==> config.mk <==
export PLATFORM = sky130hd
export DESIGN_NAME = mips_cpu_fetch_unit
export DESIGN_NICKNAME = d
export VERILOG_FILES = /design/src/rtl/mips_cpu_fetch_unit.sv
export SDC_FILE = /design/constraint.sdc
export NUM_CORES = 1
export LEC_CHECK = 0
export ABC_CLOCK_PERIOD_IN_PS = 4200
export CORE_UTILIZATION = 41
export DETAILED_ROUTE_END_ITERATION = 8
export HOLD_SLACK_MARGIN = 0.03
export PLACE_DENSITY = 0.75
export SYNTH_ARGS = -nofsm -noshare
export SYNTH_HDL_FRONTEND = slang
export SYNTH_SLANG_ARGS = --single-unit
export TNS_END_PERCENT = 100
==> constraint.sdc <==
create_clock -name clk -period 4.2 [get_ports clk]
set_clock_uncertainty 0.15 [all_clocks]
set_input_delay 0.84 -clock clk [delete_from_list [all_inputs] [get_ports clk]]
set_output_delay 0.84 -clock clk [all_outputs]
set_load 0.05 [all_outputs]
==> src/rtl/mips_cpu_fetch_unit.sv <==
// -----------------------------------------------------------------------------
// mips_cpu_fetch_unit
//
// Instruction-fetch stage of the multi-cycle MIPS core. Owns the program
// counter, performs a handshaked word read on the memory bus, and hands the
// fetched word plus a one-cycle capture strobe to the instruction register.
// On command from the control unit it loads the next PC (sequential, branch,
// jump or register-jump). It also detects the halt condition (PC becomes 0)
// and misaligned register-jump targets.
//
// Ports
//   clk, rst_n     : rising-edge clock, asynchronous active-low reset
//   fetch_req      : start a fetch from the current PC (accepted in IDLE only)
//   pc_update      : strobe, load the next PC chosen by pc_sel (IDLE only)
//   pc_sel         : 0 pc+4, 1 branch, 2 jump, 3 register (jr)
//   branch_offset  : 16-bit branch immediate (word offset, signed)
//   jmp_address    : 26-bit jump field
//   jr_target      : register value for jr/jalr
//   address, read  : memory request (address = pc, meaningful when read=1)
//   waitrequest    : memory stall; read completes when read=1 and waitrequest=0
//   readdata       : memory read data, valid on the completing cycle
//   instr_word     : registered fetched word
//   ir_enable      : one-cycle strobe for the instruction register
//   pc, pc_plus4   : current PC and its link value pc+4
//   busy           : fetch in flight (REQ or DONE)
//   active         : low once halted
//   misaligned     : sticky, a jr target had nonzero bits [1:0]
// -----------------------------------------------------------------------------
module mips_cpu_fetch_unit #(
  parameter logic [31:0] RESET_VECTOR = 32'hBFC0_0000
) (
  input  logic        clk,
  input  logic        rst_n,
  input  logic        fetch_req,
  input  logic        pc_update,
  input  logic [1:0]  pc_sel,
  input  logic [15:0] branch_offset,
  input  logic [25:0] jmp_address,
  input  logic [31:0] jr_target,
  output logic [31:0] address,
  output logic        read,
  input  logic        waitrequest,
  input  logic [31:0] readdata,
  output logic [31:0] instr_word,
  output logic        ir_enable,
  output logic [31:0] pc,
  output logic [31:0] pc_plus4,
  output logic        busy,
  output logic        active,
  output logic        misaligned
);

  typedef enum logic [1:0] {
    IDLE   = 2'd0,
    REQ    = 2'd1,
    DONE   = 2'd2,
    HALTED = 2'd3
  } state_t;

  state_t      state;
  logic [31:0] pc_r;

  logic [31:0] cand_pc;
  logic        accept;
  logic        jr_bad;
  logic        upd_ok;
  logic        halt_now;

  // Branch target: base + sign_extend(offset) * 4, wrapping mod 2^32.
  function automatic logic [31:0] branch_target(input logic [31:0]        base,
                                                input logic signed [15:0] off);
    logic signed [31:0] disp;
    disp = {{14{off[15]}}, off, 2'b00};
    return base + $unsigned(disp);
  endfunction

  // Jump target stays inside the 256 MB region of the delay-slot PC.
  function automatic logic [31:0] jump_target(input logic [31:0] base,
                                              input logic [25:0] field);
    return {base[31:28], field, 2'b00};
  endfunction

  assign pc       = pc_r;
  assign pc_plus4 = pc_r + 32'd4;
  assign address  = pc_r;

  always_comb begin
    cand_pc = pc_plus4;
    case (pc_sel)
      2'd0:    cand_pc = pc_plus4;
      2'd1:    cand_pc = branch_target(pc_plus4, $signed(branch_offset));
      2'd2:    cand_pc = jump_target(pc_plus4, jmp_address);
      default: cand_pc = jr_target;
    endcase
  end

  // A misaligned jr is accepted (it sets the sticky flag) but leaves pc alone,
  // so it can never trigger a halt either.
  assign accept   = (state == IDLE) && pc_update;
  assign jr_bad   = (pc_sel == 2'd3) && (jr_target[1:0] != 2'b00);
  assign upd_ok   = accept && !jr_bad;
  assign halt_now = upd_ok && (cand_pc == 32'h0);

  always_ff @(posedge clk or negedge rst_n) begin
    if (!rst_n) begin
      state      <= IDLE;
      pc_r       <= RESET_VECTOR;
      instr_word <= 32'h0;
      read       <= 1'b0;
      ir_enable  <= 1'b0;
      busy       <= 1'b0;
      active     <= 1'b1;
      misaligned <= 1'b0;
    end else begin
      ir_enable <= 1'b0;
      case (state)
        IDLE: begin
          if (upd_ok) begin
            pc_r <= cand_pc;
          end
          if (accept && jr_bad) begin
            misaligned <= 1'b1;
          end
          // A halting update beats a simultaneous fetch request; otherwise the
          // fetch reads from the freshly updated PC.
          if (halt_now) begin
            state  <= HALTED;
            active <= 1'b0;
          end else if (fetch_req) begin
            state <= REQ;
            read  <= 1'b1;
            busy  <= 1'b1;
          end
        end
        REQ: begin
          if (!waitrequest) begin
            instr_word <= readdata;
            read       <= 1'b0;
            ir_enable  <= 1'b1;
            state      <= DONE;
          end
        end
        DONE: begin
          busy  <= 1'b0;
          state <= IDLE;
        end
        HALTED: begin
          state <= HALTED;
        end
        default: begin
          state <= IDLE;
        end
      endcase
    end
  end

endmodule
==> reports/qor.yml <==
rows: 45
core_um2: 15200
cts_sinks: 71
fill_cells: 988
setup_viol: 5
power_mw: 10.1
layout_setup_ws_ns: -0.460
layout_commonest_cell: "buf_4"
hold_start: "address[24]"
fin_crit_ns: 4.66
rsz0062_at_grt: "yes"
vdd_drop_max_v: 0.000636
cts_max_level: 3
crit_buf_inv: 2
grt_max_degree: 45
slowest_delay_ns: 0.53
async_reset_ff_share_pct: 100
wl_per_cell_um: 19.5
ys_seq_area_share_pct: 28.0
fmax_ghz: 0.215
grt_overflow: 0
synth_edf_count: 0
fin_crit_sh_pct: 111
power.density_nw_per_um2: 856
holdPathEnd: "address[24]"
drt_wl_total_um: 27000
hold_buffers: 0
port_buffers: 245
gp_congestion: 0.954
reg2reg_depth: 18
final_cell_mix: "buf_4, clkdlybuf4s50_1, nand2_1, nor2_1, dfrtp_1"
synthesis.area_um2: 6390
worst_path_max_delay_cell: "or4_4"
endpoint_kind: "flip-flop"
violations: "setup timing"
path_cells: "nand2_2 > or4_4 > buf_6 > or2_4 > nor2_4 > xor2_4 > ha_4 > nand2_1 > o21a_1 > mux2i_1 > mux4_2 > nor3_4 > o2111ai_2 > nor4_4 > buf_4 > nand3_4 > a31oi_1 > a311oi_1"
synth_nets: 891
dieArea_um2: 16100
clock_latency_ns: 0.33
grt_usage_pct: 32.9
yosys_warnings: 0
netlist.area_leader.share_pct: 23.9
hold_depth: 2
ys_seq_elements: 71
nets: 1344
path_class: "flip-flop to flip-flop"
relSlewSlack_pct: 36.3
cp_top_family: "simple AND/OR/NAND/NOR gates"
cts_root_buf: "clkbuf_16"
synth_cells: 737
worstMarginPinSlew_ns: 0.956
min_path_type: "flip-flop to flip-flop"
whs_ns: 0.338
multi_input_area_um2: 4990
cts_made_buffers: 9
clk_pin_slew_ns: 0.06
seq_area_um2: 1820
area_growth_pct: 85.2
final_hold_viol_count: 0
crit_fanout: 8
r2r-end: "read"
grt_pass1_wl_um: 40600
r2r_slack_ns: -0.46
leakage_nw: 5.19
drt_pass1_iterations: 5
status: "complete, but fails checks"
n_antenna_cell: 0
dpl.hpwl_um: 21100
syn_area_per_cell_um2: 8.68
first_global_vias: 7814
final_max_slew_viol_count: 0
ant_nets: 0
cts.path.max_buffers: 2
synth_area_leaders: "dfrtp_1, ha_1, mux2_2, nand2_1, mux4_2"
reg2reg_from: "address[3]"
start_util_pct: 42.1
maxCapViolations: 0
avgViaCountPerCell: 5.63
startpoint_type: "flip-flop"
layout-drive-gt1-share_pct: 39.9
die_w_um: 127
antenna_found_initial: 0
crit_arrival_ns: 4.69
dpl_worst_slack_ns: -0.634
die_y_um: 127
yosysUniqueCellTypes: 70
yosys.area.top_type: "dfrtp_1"
cts_tree: "done"
drcViolationCount: 0
io_pins: 246
worstPathRequired_ns: 4.23
drt_iter0_markers: 694
vias: 7788
synth_ff_type: "dfrtp_1"
## cell type report
cell class / count / share of cell area, %
multi-input cells: 580 / 42.1
clock buffers: 14 / 2.31
inverters: 21 / 0.666
well taps: 188 / 1.99
clock inverters: 2 / 0.116
repair buffers: 507 / 37.5
flip-flops and latches: 71 / 15.4
## repair_timing
item,CTS,global route
endpoints found under the setup margin,6,8
setup buffers,11,12
resized for setup,42,31
pin swaps,22,29
## how the worst max path moves through the flow
| stage | startpoint | endpoint | slack, ns | cells past startpoint |
|---|---|---|---|---|
| 6_report | address[3] | read | -0.46 | 18 |
| 5_1_grt | address[3] | read | -0.64 | 20 |
| 4_1_cts | address[3] | read | -0.34 | 17 |
| 3_5_place_dp | branch_offset[0] | read | -0.63 | 15 |
| 3_3_place_gp | branch_offset[0] | read | -0.54 | 15 |
| 2_1_floorplan | address[5] | read | -0.53 | 18 |
## worst register-to-register path: cells and delay by family, from the launching register on
kind,cells,cell delay (ns)
adder cells (fa/ha/maj),1,0.22
buffers and inverters,2,0.33
flip-flops,1,0.40
AND/OR/NAND/NOR,8,1.74
XOR/XNOR,1,0.25
multiplexers,2,0.66
AO/OA/AOI/OAI,4,0.77
## routing by layer
layer	up-vias	global-route usage, %	share of wire, %
met4	0	13.4	3.8
met2	428	55.0	47
met5	-	0	0
met1	3718	42.3	41
li1	3572	-	-
met3	70	5.53	7.7
## kinds of logic after synthesis
group                      count (synthesis)  share of synthesized area, %
muxes                                     64                          13.3
buffers and inverters                     86                          7.06
and+or+nand+nor                          274                          21.4
xor gates and xnor gates                  41                          5.62
AOI/OAI and AO/OA                        160                          16.5
adders and majority gates                 41                          8.14
DFF                                       71                          28.0
## metrics by stage
step	std cells	utilization, %	TNS (ns)	cell area, um2
floorplan	737	-	-2.41	6880
global placement	1344	72.1	-2.41	11000
detailed placement	1344	72.1	-2.84	11000
CTS	1371	76.1	-1.50	11600
global route	1383	77.9	-3.06	11800
finish	1383	77.9	-2.11	11800
## power by group
group | switching (mW) | internal (mW) | leakage (nW) | total (mW)
Clock | 0.268 | 0.448 | 0.143 | 0.716
Sequential | 0.235 | 1.06 | 0.819 | 1.29
Combinational | 4.74 | 3.39 | 4.23 | 8.13
Total | 5.24 | 4.89 | 5.19 | 10.1
## state kept, by name (all words and copies together), names as in the netlist
name,cells
active,1
address,32
busy,1
instr_word,32
ir_enable,1
misaligned,1
read,1
state,2
## cells in the mapped netlist (5+ instances only)
master     count
nand2_1      103
dfrtp_1       61
nor2_1        47
a21oi_1       41
ha_1          40
mux2_2        38
buf_4         34
clkbuf_1      30
o21ai_0       28
nand3_1       25
xnor2_1       25
inv_1         20
nand4_1       16
xor2_1        16
nor3_1        14
mux2i_1       13
mux4_2        13
nor4_1        13
a21o_1        11
dfstp_2       10
nor2b_1        8
and3_1         7
o21a_1         7
o21ai_1        7
o221ai_1       7
nand2b_1       6
a31oi_1        5
and2_1         5
and4_1         5
o2111ai_1      5
o211a_1        5
o21bai_1       5
o31ai_1        5
(Power assumes the default switching activity.)
